`src/rtl/apb_arb_pkg.sv`:
```
// Shared definitions for the two-requester APB arbiter: FSM states,
// owner identifiers and the default PREADY timeout.
package apb_arb_pkg;

  typedef enum logic [1:0] {
    IDLE   = 2'b00,
    SETUP  = 2'b01,
    ACCESS = 2'b10
  } state_e;

  localparam logic OWN_M0 = 1'b0;
  localparam logic OWN_M1 = 1'b1;

  localparam int DEF_TIMEOUT_CYCLES = 64;

endpackage

```
`src/rtl/apb_rr_pick.sv`:
```
// Two-way round-robin pick. A lone requester always wins; on a tie the
// requester that was not served last wins. Purely combinational.
module apb_rr_pick
  import apb_arb_pkg::*;
(
  input  logic req0,
  input  logic req1,
  input  logic last_owner,
  output logic gnt_valid,
  output logic gnt_id
);

  // Select the winner from the current requests and the previous owner
  always_comb begin
    gnt_valid = req0 | req1;
    gnt_id    = OWN_M0;
    if (req0 && req1) begin
      gnt_id = ~last_owner;
    end else if (req1) begin
      gnt_id = OWN_M1;
    end
  end

endmodule

```
`src/rtl/apb_arbiter_2m.sv`:
```
// Two-requester APB arbiter/sequencer. Grants the shared APB bus in IDLE
// with round-robin fairness, runs the SETUP/ACCESS sequence from registered
// outputs, and terminates a stalled ACCESS with an error after a timeout.
module apb_arbiter_2m
  import apb_arb_pkg::*;
#(
  parameter int ADDR_W         = 32,
  parameter int DATA_W         = 32,
  parameter int TIMEOUT_CYCLES = DEF_TIMEOUT_CYCLES,
  parameter int TO_W           = 8
) (
  input  logic              clk,
  input  logic              rst,
  input  logic              m0_req,
  input  logic [ADDR_W-1:0] m0_addr,
  input  logic [DATA_W-1:0] m0_wdata,
  input  logic              m0_write,
  output logic [DATA_W-1:0] m0_rdata,
  output logic              m0_done,
  output logic              m0_err,
  input  logic              m1_req,
  input  logic [ADDR_W-1:0] m1_addr,
  input  logic [DATA_W-1:0] m1_wdata,
  input  logic              m1_write,
  output logic [DATA_W-1:0] m1_rdata,
  output logic              m1_done,
  output logic              m1_err,
  output logic [ADDR_W-1:0] paddr,
  output logic [DATA_W-1:0] pwdata,
  output logic              pwrite,
  output logic              psel,
  output logic              penable,
  input  logic [DATA_W-1:0] prdata,
  input  logic              pready,
  input  logic              pslverr,
  output logic              busy
);

  localparam logic [TO_W-1:0] TO_LIM = TO_W'(TIMEOUT_CYCLES);

  state_e          state_q, state_d;
  logic            owner_q;
  logic            last_owner_q;
  logic [TO_W-1:0] to_cnt_q;

  logic            gnt_valid;
  logic            gnt_id;
  logic            grant;
  logic            fin;
  logic            to_hit;

  apb_rr_pick u_pick (
    .req0       (m0_req),
    .req1       (m1_req),
    .last_owner (last_owner_q),
    .gnt_valid  (gnt_valid),
    .gnt_id     (gnt_id)
  );

  // Next state plus grant / completion / timeout strobes
  always_comb begin
    state_d = state_q;
    grant   = 1'b0;
    fin     = 1'b0;
    to_hit  = 1'b0;
    case (state_q)
      IDLE: begin
        if (gnt_valid) begin
          state_d = SETUP;
          grant   = 1'b1;
        end
      end
      SETUP: state_d = ACCESS;
      ACCESS: begin
        // pready takes priority over a timeout landing in the same cycle
        if (pready) begin
          fin     = 1'b1;
          state_d = IDLE;
        end else if ((TIMEOUT_CYCLES != 0) && (to_cnt_q == TO_LIM)) begin
          fin     = 1'b1;
          to_hit  = 1'b1;
          state_d = IDLE;
        end
      end
      default: state_d = IDLE;
    endcase
  end

  // State, ownership history and ACCESS wait counter
  always_ff @(posedge clk) begin
    if (rst) begin
      state_q      <= IDLE;
      owner_q      <= OWN_M0;
      last_owner_q <= OWN_M1;
      to_cnt_q     <= '0;
    end else begin
      state_q <= state_d;
      if (grant) begin
        owner_q      <= gnt_id;
        last_owner_q <= gnt_id;
      end
      if (state_q == SETUP) begin
        to_cnt_q <= '0;
      end else if ((state_q == ACCESS) && !pready) begin
        to_cnt_q <= to_cnt_q + TO_W'(1);
      end
    end
  end

  // Registered APB bus and requester responses
  always_ff @(posedge clk) begin
    if (rst) begin
      paddr    <= '0;
      pwdata   <= '0;
      pwrite   <= 1'b0;
      psel     <= 1'b0;
      penable  <= 1'b0;
      m0_rdata <= '0;
      m0_done  <= 1'b0;
      m0_err   <= 1'b0;
      m1_rdata <= '0;
      m1_done  <= 1'b0;
      m1_err   <= 1'b0;
      busy     <= 1'b0;
    end else begin
      m0_done <= 1'b0;
      m1_done <= 1'b0;
      busy    <= (state_d != IDLE);
      if (grant) begin
        paddr   <= (gnt_id == OWN_M1) ? m1_addr  : m0_addr;
        pwdata  <= (gnt_id == OWN_M1) ? m1_wdata : m0_wdata;
        pwrite  <= (gnt_id == OWN_M1) ? m1_write : m0_write;
        psel    <= 1'b1;
        penable <= 1'b0;
      end
      if (state_q == SETUP) begin
        penable <= 1'b1;
      end
      if (fin) begin
        psel    <= 1'b0;
        penable <= 1'b0;
        if (owner_q == OWN_M0) begin
          m0_done <= 1'b1;
          m0_err  <= to_hit | pslverr;
          if (!pwrite) begin
            m0_rdata <= to_hit ? '0 : prdata;
          end
        end else begin
          m1_done <= 1'b1;
          m1_err  <= to_hit | pslverr;
          if (!pwrite) begin
            m1_rdata <= to_hit ? '0 : prdata;
          end
        end
      end
    end
  end

endmodule
```
`config.mk`:
```
export PLATFORM = sky130hd
export DESIGN_NAME = apb_arbiter_2m
export DESIGN_NICKNAME = d
export VERILOG_FILES = /design/src/rtl/apb_arb_pkg.sv /design/src/rtl/apb_rr_pick.sv /design/src/rtl/apb_arbiter_2m.sv
export SDC_FILE = /design/constraint.sdc
export NUM_CORES = 1
export LEC_CHECK = 0
export BUFFER_PORTS_ARGS = -buffer_cell sky130_fd_sc_hd__buf_2
export CAP_MARGIN = 30
export CORE_MARGIN = 2
export CORE_UTILIZATION = 45
export CTS_BUF_LIST = sky130_fd_sc_hd__clkbuf_16
export DETAILED_ROUTE_END_ITERATION = 10
export HOLD_SLACK_MARGIN = 0.06
export PLACE_DENSITY = 0.89
export SYNTH_ARGS = -nofsm -noshare
export SYNTH_HDL_FRONTEND = slang
export SYNTH_HIERARCHICAL = 1
export SYNTH_SLANG_ARGS = --single-unit
```
`constraint.sdc`:
```
create_clock -name clk -period 2 [get_ports clk]
set_input_delay 0.2 -clock clk [delete_from_list [all_inputs] [get_ports clk]]
set_output_delay 0.2 -clock clk [all_outputs]
set_load 0.005 [all_outputs]
```
# [After elaboration in Yosys (flattened, before gate mapping)]
# Index checks and enable logic that the tools add are counted.
[word_totals] ff_bits=148 latch_bits=0 ramBits=0 romBits=0 in_bits=168 output_inout_bits=136 elab_cells=60 mem_count=0
[classes] add_sub_neg=1 multipliers=0 div=0 n_lt_le_gt_ge=0 n_eq_ne=3 n_shift=0 n_mux=21 bitwise_logic=6 n_reduce_logical=13
[ops] op="$mux W32" n=3
[ops] op="$mux W1" n=14
[ops] op="$add A8 B1 Y8 const B" n=1
[ops] op="$eq A8 B7 Y1 const B" n=1
[ops] op="$mux W2" n=3
[ops] op="$pmux W2 S3" n=1
[ops] op="$reduce_and A3 Y1" n=2
[ops] op="$reduce_or A2 Y1" n=3
[ops] op="$not A1 Y1" n=4
[ops] op="$reduce_and A2 Y1" n=2
[ops] op="$reduce_bool A2 Y1" n=2
[ops] op="$eq A2 B1 Y1 const B" n=1
[ops] op="$eq A2 B2 Y1 const B" n=1
[ops] op="$logic_and A1 B1 Y1" n=2
[ops] op="$logic_not A2 Y1" n=1
[ops] op="$or A1 B1 Y1" n=2
[ops] op="$logic_not A1 Y1" n=1

# [Longest topological paths before layout]
# Gate-level depths: netlist of the first run.
[logic_depth] depth_word=6 depth_mapped=7 mapped_depth_nobuf=5

# [Cells and area by module]
# Netlist of the first run, hierarchy kept.
[modules_own_cells] mod="apb_arbiter_2m" n_inst=1 cells_per_inst=763 area_each_um2=6637.6 seq_area_each_um2=2962.8
[modules_own_cells] mod="apb_rr_pick" n_inst=1 cells_per_inst=2 area_each_um2=13.8 seq_area_each_um2=0.0

# [Worst setup path before layout of the first run]
# OpenSTA, ideal clock, no wires.
[synth_path] path_kind="reg-to-reg" from="reg to_cnt_q[0]" to="reg m1_rdata[10]" setup_time_ns=0.074 arrival_time_ns=1.534 required_ns=1.926 path_slack_ns=0.392 stages_incl_launch_ff=8 path_buffers=2 synth_period_minus_slack_ns=1.608 path_cell_list="dfxtp_1 > inv_1 > ha_1 > nand4bb_1 > clkbuf_1 > buf_1 > o211ai_1 > a31oi_1"
[synth_between] elab_chain_cells=5 elab_cells_between_ends=8 classes_between="eq/ne (1); mux (6); reduce/logical (1)"
[synth_rtl] item="from (decl)" line="apb_arbiter_2m.sv:44" rtl="logic [TO_W-1:0] to_cnt_q;"
[synth_rtl] item="from (signal assigned)" line="apb_arbiter_2m.sv:105" rtl="to_cnt_q <= to_cnt_q + TO_W'(1);"
[synth_rtl] item="$eq A8 B7 Y1 *" line="apb_arbiter_2m.sv:79" rtl="end else if ((TIMEOUT_CYCLES != 0) && (to_cnt_q == TO_LIM)) begin"
[synth_rtl] item="$mux W1 *" line="apb_arbiter_2m.sv:79"
[synth_rtl] item="$mux W1" line="apb_arbiter_2m.sv:76" rtl="if (pready) begin"
[synth_rtl] item="$mux W1" line="apb_arbiter_2m.sv:66" rtl="case (state_q)"
[synth_rtl] item="$reduce_and A3 Y1 (no line) or $mux W32 (tied branches)"
[synth_rtl] item="to (signal assigned)" line="apb_arbiter_2m.sv:152" rtl="m1_rdata <= to_hit ? '0 : prdata;"
[synth_rtl] item="to (decl)" line="apb_arbiter_2m.sv:25" rtl="output logic [DATA_W-1:0] m1_rdata,"
# Every way passes the cells marked *; elsewhere a longest branch is shown, timed or not.
# A chain may end at the register's enable or synchronous reset.

# [Worst setup path after layout of the first run]
[layout_path] from="reg state_q[0]" to="reg paddr[5]"
[layout_between] elab_chain_cells=2
[layout_rtl] item="from (decl)" line="apb_arbiter_2m.sv:41" rtl="state_e state_q, state_d;"
[layout_rtl] item="from (signal assigned)" line="apb_arbiter_2m.sv:97" rtl="state_q <= state_d;"
[layout_rtl] item="$logic_not A2 Y1" line="apb_arbiter_2m.sv:66"
[layout_rtl] item="$mux W1" line="apb_arbiter_2m.sv:66"
[layout_rtl] item="to (signal assigned)" line="apb_arbiter_2m.sv:130" rtl="paddr <= (gnt_id == OWN_M1) ? m1_addr : m0_addr;"
[layout_rtl] item="to (decl)" line="apb_arbiter_2m.sv:28" rtl="output logic [ADDR_W-1:0] paddr,"
# No other way between the ends.

==> results of run 1 <==
[power breakdown]
group          switching (mW)  internal (mW)
clock                    1.20           1.80
combinational           0.686          0.563
sequential              0.128           3.17
total                    2.01           5.54
[per-stage QoR]
stage / power [mW] / util / instance area [um^2]
after floorplan: 4.02 / - / 6650
after global routing: 7.87 / 0.614 / 8880
after detailed placement: 4.61 / 0.575 / 8330
after global placement: 4.57 / 0.575 / 8330
after CTS: 7.60 / 0.613 / 8880
final: 7.55 / 0.614 / 8880
[flip-flops by register name, indices dropped and copies added (netlist names), 2 cells and up]
name	flops
m0_rdata	32
m1_rdata	32
paddr	32
pwdata	32
state_q	2
to_cnt_q	8
[logic make-up (layout without fill, tap and decap cells)]
group | after synthesis | count (layout) | share of synthesized area
flip-flops | 148 | 148 | 0.445
buffers and inverters | 90 | 357 | 0.0536
other | 0 | 1 | 0
XOR/XNOR | 1 | 1 | 0.00132
multiplexers | 67 | 67 | 0.101
AO/OA/AOI/OAI | 216 | 216 | 0.228
adder cells (fa/ha/maj) | 2 | 2 | 0.00376
AND/OR/NAND/NOR | 241 | 241 | 0.167
[worst max-delay path: cells and delay by family (launching register included)]
| family | cells | cell delay [ns] |
|---|---|---|
| buffers and inverters | 2 | 0.59 |
| DFF | 1 | 0.40 |
| and+or+nand+nor | 2 | 0.35 |
| AOI/OAI and AO/OA | 1 | 0.24 |
[placed cells by master, fill, tap and decap left out, drive strengths merged, types with 9 or more instances in the layout]
cell / Yosys / layout
mux2i: 67 / 67
clkinv: 1 / 9
nand3: 69 / 69
a31oi: 65 / 65
dfxtp: 148 / 148
buf: 18 / 321
nand2: 75 / 75
o211ai: 66 / 66
clkbuf: 67 / 17
nor2: 70 / 70
a211oi: 66 / 66
[routing by layer]
metal	part of all wire	GRT usage	routed length, um
met4	0.033	0.114	702
met5	0.00061	0	13
met2	0.49	0.439	10300
met3	0.091	0.0792	1920
met1	0.39	0.307	8180
[worst paths after layout]
kind	from	endpoint	cells past startpoint
worst max-delay path	state_q[0]	paddr[5]	5
worst min register to register	m1_rdata[0]	m1_rdata[0]	2
worst max register to register	state_q[0]	paddr[5]	5
worst min-delay path	prdata[18]	m1_rdata[18]	3
[cell type report]
| type | count | area (um^2) |
|---|---|---|
| clock inverters | 14 | 124 |
| fillers | 1227 | 5600 |
| multi-input cells | 527 | 3390 |
| flip-flops and latches | 148 | 2960 |
| repair buffers | 321 | 1730 |
| diodes | 1 | 2.50 |
| inverters | 5 | 18.8 |
| well taps | 184 | 230 |
| clock buffers | 17 | 425 |
==> summary.md, run 1 <==
| Metric | Value |
|---|---|
| First-pass GRT wire length | 33.2 mm |
| Register bit total from synthesis | 148 |
| CP max stage cell | dfxtp_1 |
| Startpoint types | flip-flop |
| CTS tree | yes |
| Area leader, netlist | dfxtp_1 |
| DRT Wirelength | 21.1 mm |
| Number of global-route vias before repair | 6442 |
| Total track usage | 0.261 |
| CTS Sinks | 148 |
| Clk_lat worst skew | 0.41 ns |
| Routed len/inst | 17.4 um |
| Slew headroom | 0.578 |
| Final cell count without fillers | 1217 |
| Static Leak | 3.78 nW |
| Crit end category | flip-flop |
| Root buffer cell | clkbuf_16 |
| HPWL Detailed | 14.9 mm |
| Die Span Y | 126 um |
| # setup viols final | 0 |
| Worst reg2reg setup slack | 0.28 ns |
| Final Hold Fails | 0 |
| Power Density | 850 nW/um^2 |
| Pin count of the biggest net entering global routing | 107 |
| IO Pins | 304 |
| Clock buffer count from CTS | 17 |
| Share of post-route cells with drive strength above 1 | 0.346 |
| Synth warn | 6 |
| Post-CTS Setup Bufs | 0 |
| Period utilization | 0.862 |
| Post-Syn Nets | 935 |
| Critical path class | reg -> reg |
| Worst-path clk slew | 0.06 ns |
| Tmin final | 1.72 ns |
| Core Footprint | 14500 um^2 |
| CTS max path bufs | 2 |
| 1st-pass router iterations | 5 |
| Sequential area share after synthesis | 0.445 |
| Initial Util | 0.459 |
| DR vias/cell | 5.76 |
| HP Class | in -> reg |
| Area contributors post-synth | dfxtp_1 45%, mux2i_1 10%, a211oi_1 7.4%, o211ai_1 7.4%, a31oi_1 6.1% |
| Die Wd | 126 um |
| Top cells by count, synth | 148 x dfxtp_1, 75 x nand2_1, 70 x nor2_1 |
| DRT iter0 DRCs | 542 |
| Setup WS post-layout | 0.276 ns |
| Cell Area, Synth | 6650 um^2 |
| Post-synth top area share | 0.445 |
| Via Count | 7006 |
| CP required | 2.32 ns |
| DR DRC count | 0 |
| Count of input and output buffers | 303 |
| VDD IR max | 0.000560 V |
| Ys flop type | dfxtp_1 |
| MaxCap Viol Count | 0 |
| Tightest Pin Transition | 0.632 ns |
| Clock Skew | 0.00772 ns |
| Post-synthesis cell count | 765 |
| CP max stage delay | 0.40 ns |
| Die ar. | 15800 um^2 |
| Placement Setup Slack | 0.275 ns |
| Fin nets | 1190 |
| Antenna Nets Post-Route | 0 |
| CP arrival | 2.04 ns |
| Syn Area/Cell | 8.69 um^2 |
| Most common cell in the netlist | dfxtp_1 |
| Setup TNS | 0 ns |
| CTS Hold Bufs | 0 |
| Max Fanout on Critical Path | 106 |
| Fmax | 0.580 GHz |
| Routability cong. | 0.866 |
| Outcome | complete, no violations |
| Max Slew Vio Count | 0 |
| Min Hold Slack | 0.0908 ns |
| H-Tree Level Count | 4 |
| Crit-path cells | buf_4 > nor3b_4 > buf_12 > nor2_1 > a211oi_1 |
| Unique cell type count in the Yosys netlist | 42 |
| Total grt overflow | 0 |
| # rows | 44 |
| Synth-to-Final Area Change | 33.6% |
| Async S/R FF share, synth | 0 |
| Placed insts | 1185 |
| Post-synth EDFFs | 0 |
| Initial antenna violation count | 4 |
| RSZ-0062 raised after global routing | false |
| Post-cts sizing count | 0 |
(Power assumes the default switching activity.)
==> inputs of run 2 (changes only) <==
Clock period 2 ns to 1.6 ns, I/O delays scaled along.
==> summary.md, run 2 (synthesis gave the netlist of run 1 again) <==
| Metric | Value |
|---|---|
| DR vias/cell | 5.77 |
| Root buffer cell | clkbuf_16 |
| Power Density | 1020 nW/um^2 |
| Final cell count without fillers | 1279 |
| Die Span Y | 126 um |
| HP Class | in -> reg |
| CP max stage cell | dfxtp_2 |
| Setup TNS | 0 ns |
| Routed len/inst | 18.2 um |
| VDD IR max | 0.000666 V |
| RSZ-0062 raised after global routing | true |
| Most common cell after layout, fill and taps aside | buf_2 |
| Startpoint types | flip-flop |
| Initial antenna violation count | 4 |
| Share of post-route cells with drive strength above 1 | 0.356 |
| MaxCap Viol Count | 0 |
| Slew headroom | 0.614 |
| Initial Util | 0.459 |
| Fmax | 0.638 GHz |
| CP arrival | 1.90 ns |
| Crit-path cells | buf_4 > nor4bb_4 > buf_12 > nand3_1 > a31oi_1 |
| # setup viols final | 0 |
| CP required | 1.93 ns |
| Max Fanout on Critical Path | 32 |
| Placed cell area | 8590 um^2 |
| Outcome | complete, no violations |
| Static Leak | 4.11 nW |
| Synth-to-Final Area Change | 44.8% |
| DR DRC count | 0 |
| Tmin final | 1.57 ns |
| Clock buffer count from CTS | 17 |
| Final Cell Area | 9630 um^2 |
| # rows | 44 |
| Clk_lat worst skew | 0.43 ns |
| Core Footprint | 14500 um^2 |
| Fin nets | 1248 |
| Max Slew Vio Count | 0 |
| Pin count of the biggest net entering global routing | 75 |
| Number of global-route vias before repair | 6867 |
| Total Power | 9.84 mW |
| Cell family with the largest share of critical-path delay | simple AND/OR/NAND/NOR gates |
| Grt met3 use | 0.0779 |
| Total grt overflow | 0 |
| Net switching fraction of the power | 0.273 |
| HPWL Detailed | 15.8 mm |
| Combinational Power Share | 0.189 |
| CP max stage delay | 0.36 ns |
| Met2 usage | 0.481 |
| Die Wd | 126 um |
| Clock Skew | 0.0113 ns |
| Period utilization | 0.979 |
| Int Pwr | 7.15 mW |
| First-pass GRT wire length | 35.5 mm |
| Placed insts | 1203 |
| Filler Cells Inserted | 1141 |
| H-Tree Level Count | 4 |
| Setup WS post-layout | 0.0333 ns |
| Most frequent cells in the layout | 302 x buf_2, 146 x dfxtp_1, 75 x nand2_1 |
| Met1 usage | 0.313 |
| Multi-input gate area | 3410 um^2 |
| Total track usage | 0.279 |
| Die ar. | 15800 um^2 |
| Via Count | 7385 |
| Min Hold Slack | 0.0691 ns |
| Routability cong. | 0.854 |
| DRT Wirelength | 23.2 mm |
| Switching pwr | 2.69 mW |
| Worst Path Buf+Inv | 2 |
| Fin util | 0.665 |
| Clock power frac | 0.392 |
| Final Hold Fails | 0 |
| CTS max path bufs | 2 |
| CTS tree | yes |
| IO Pins | 304 |
| Worst-path clk slew | 0.06 ns |
| 1st-pass router iterations | 6 |
| Seq pwr share | 0.419 |
| Count of input and output buffers | 303 |
| CTS Sinks | 148 |
| Top Usage Layer GRT | met2 |
| DRT iter0 DRCs | 656 |
| Antenna Nets Post-Route | 0 |
| Reg area | 2970 um^2 |
| Critical path class | reg -> reg |
| Crit end category | flip-flop |
| Placement Setup Slack | 0.0200 ns |
| Tightest Pin Transition | 0.579 ns |
-- run 2: metal layers --
layer / up-vias / share of wire / wire [um]
li1: 3476 / - / -
met1: 3427 / 0.37 / 8490
met2: 415 / 0.50 / 11700
met3: 67 / 0.089 / 2070
met4: 0 / 0.043 / 987
met5: - / 0 / 0
-- run 2: layout make-up --
type	instances	area share
Antenna cell	4	0.00104
Clock buffer	17	0.0442
Clock inverter	15	0.0148
Inverter	5	0.00195
Multi-Input combinational cell	527	0.355
Sequential cell	148	0.308
Tap cell	184	0.0239
Timing Repair Buffer	379	0.252
-- run 2: repair_timing --
action | CTS | global route
gates resized for setup | 1 | 8
pin swaps | 0 | 0
cloned | 0 | 2
setup endpoints to repair | 1 | 42
hold buffers | 34 | 0
buffers inserted | 0 | 4
endpoints found under the hold margin | 63 | 0
-- run 2: power by group through the flow --
stage	clock, mW	sequential [mW]	combinational [mW]
after floorplan	0	4.22	0.810
after global placement	0	4.18	1.65
after detailed placement	0	4.20	1.69
after CTS	3.90	4.12	1.76
after global routing	4.07	4.15	2.01
final	3.86	4.12	1.86
-- run 2: worst paths after layout --
check            endpoint  slack, ns  cells past startpoint        start
min             paddr[16]       0.07                      3  m0_addr[16]
max reg2reg  m1_rdata[15]       0.03                      5   state_q[1]
min reg2reg   to_cnt_q[0]       0.49                      2  to_cnt_q[0]
max          m1_rdata[15]       0.03                      5   state_q[1]
-- run 2: worst reg2reg max path, delay by kind of cell (launching register included) --
| kind | cells | cell delay, ns |
|---|---|---|
| buffers and inverters | 2 | 0.39 |
| AOI/OAI and AO/OA | 1 | 0.24 |
| DFF | 1 | 0.36 |
| and+or+nand+nor | 2 | 0.48 |
==> inputs of run 3 (changes only) <==
Settings changed: PLACE_DENSITY 0.89 to 0.88.
==> summary.md, run 3 (synthesis gave the netlist of run 1 again) <==
| Metric | Value |
|---|---|
| Min Hold Slack | 0.0808 ns |
| Filler Cells Inserted | 1113 |
| Count of input and output buffers | 303 |
| Net switching fraction of the power | 0.265 |
| # rows | 44 |
| 1st-pass router iterations | 5 |
| CP required | 1.88 ns |
| Die Wd | 126 um |
| Total track usage | 0.269 |
| Clock power frac | 0.399 |
| Static Leak | 4.07 nW |
| Share of post-route cells with drive strength above 1 | 0.355 |
| Routed len/inst | 17.7 um |
| Number of global-route vias before repair | 6736 |
| RSZ-0062 raised after global routing | true |
| Crit end category | flip-flop |
| Clock Skew | 0.0101 ns |
| Core Footprint | 14500 um^2 |
| Root buffer cell | clkbuf_16 |
| Max Slew Vio Count | 0 |
| Via Count | 7267 |
| Initial Util | 0.459 |
| CTS Sinks | 148 |
| Max Fanout on Critical Path | 32 |
| Fmax | 0.649 GHz |
| Clk_lat worst skew | 0.42 ns |
| First-pass GRT wire length | 34.2 mm |
| HP Class | in -> reg |
| Seq pwr share | 0.419 |
| Placed cell area | 8530 um^2 |
| # setup viols final | 0 |
| DR vias/cell | 5.73 |
| Final Cell Area | 9530 um^2 |
| Outcome | complete, no violations |
| Setup TNS | 0 ns |
| Int Pwr | 7.24 mW |
| Slew headroom | 0.644 |
| CTS tree | yes |
| Period utilization | 0.963 |
| DR DRC count | 0 |
| Fin util | 0.658 |
| Power Density | 1030 nW/um^2 |
| CP arrival | 1.82 ns |
| IO Pins | 304 |
| Critical path class | reg -> reg |
| Initial antenna violation count | 4 |
| Tightest Pin Transition | 0.534 ns |
| MaxCap Viol Count | 0 |
| CTS max path bufs | 2 |
| Die Span Y | 126 um |
| HPWL Detailed | 15.5 mm |
| Routability cong. | 0.866 |
| Synth-to-Final Area Change | 43.2% |
| Switching pwr | 2.61 mW |
| Total Power | 9.84 mW |
| DRT Wirelength | 22.4 mm |
| Worst-path clk slew | 0.06 ns |
| Most common cell after layout, fill and taps aside | buf_2 |
| Final cell count without fillers | 1269 |
| H-Tree Level Count | 4 |
| Total grt overflow | 0 |
| Pin count of the biggest net entering global routing | 65 |
| Antenna Nets Post-Route | 0 |
| Clock buffer count from CTS | 17 |
| Startpoint types | flip-flop |
| DRT iter0 DRCs | 807 |
| Die ar. | 15800 um^2 |
| Placement Setup Slack | 0.0141 ns |
| Most frequent cells in the layout | 302 x buf_2, 147 x dfxtp_1, 75 x nand2_1 |
| Setup WS post-layout | 0.0597 ns |
| Fin nets | 1241 |
| VDD IR max | 0.000731 V |
| Placed insts | 1201 |
| Final Hold Fails | 0 |
| Combinational Power Share | 0.182 |
| Tmin final | 1.54 ns |
## run 3: area by class of cell
type | count | area (um^2) | share of cell area
Antenna cell | 2 | 5.00 | 0.000525
Clock inverter | 14 | 148 | 0.0155
Tap cell | 184 | 230 | 0.0242
Timing Repair Buffer | 372 | 2300 | 0.242
Clock buffer | 17 | 425 | 0.0447
Multi-Input combinational cell | 527 | 3430 | 0.360
Sequential cell | 148 | 2960 | 0.311
Inverter | 5 | 18.8 | 0.00197
## run 3: what timing repair did
item | CTS | global route
buffers inserted | 0 | 1
hold buffers | 31 | 1
gates resized for setup | 1 | 15
endpoints found under the setup margin | 1 | 39
cloned | 0 | 2
pin swaps | 0 | 4
endpoints found under the hold margin | 55 | 1
## run 3: critical path, stage by stage (launching register included)
cell	delay, ns
dfxtp_1	0.38
or4b_2	0.64
buf_12	0.20
nand2_1	0.08
a31oi_1	0.08
## run 3: path summary, 6_finish.rpt
path | end | from | cells past startpoint | slack, ns
worst min register to register | to_cnt_q[0] | to_cnt_q[0] | 2 | 0.48
worst max-delay path | m0_rdata[19] | state_q[1] | 4 | 0.06
worst min-delay path | paddr[26] | m0_addr[26] | 3 | 0.08
worst max register to register | m0_rdata[19] | state_q[1] | 4 | 0.06
## run 3: per-layer routing
metal | global-route usage | wire, um | vias to the layer above
met3 | 0.0736 | 1940 | 63
met4 | 0.122 | 911 | 2
met5 | 0 | 13 | -
met1 | 0.316 | 8490 | 3334
met2 | 0.457 | 11100 | 407
li1 | - | - | 3461
## run 3: power groups by stage
stage	clock (mW)	sequential, mW	combinational, mW
2_1_floorplan	0	4.22	0.810
3_3_place_gp	0	4.18	1.63
3_5_place_dp	0	4.20	1.67
4_1_cts	3.96	4.12	1.74
5_1_grt	4.14	4.15	1.93
6_report	3.93	4.12	1.79
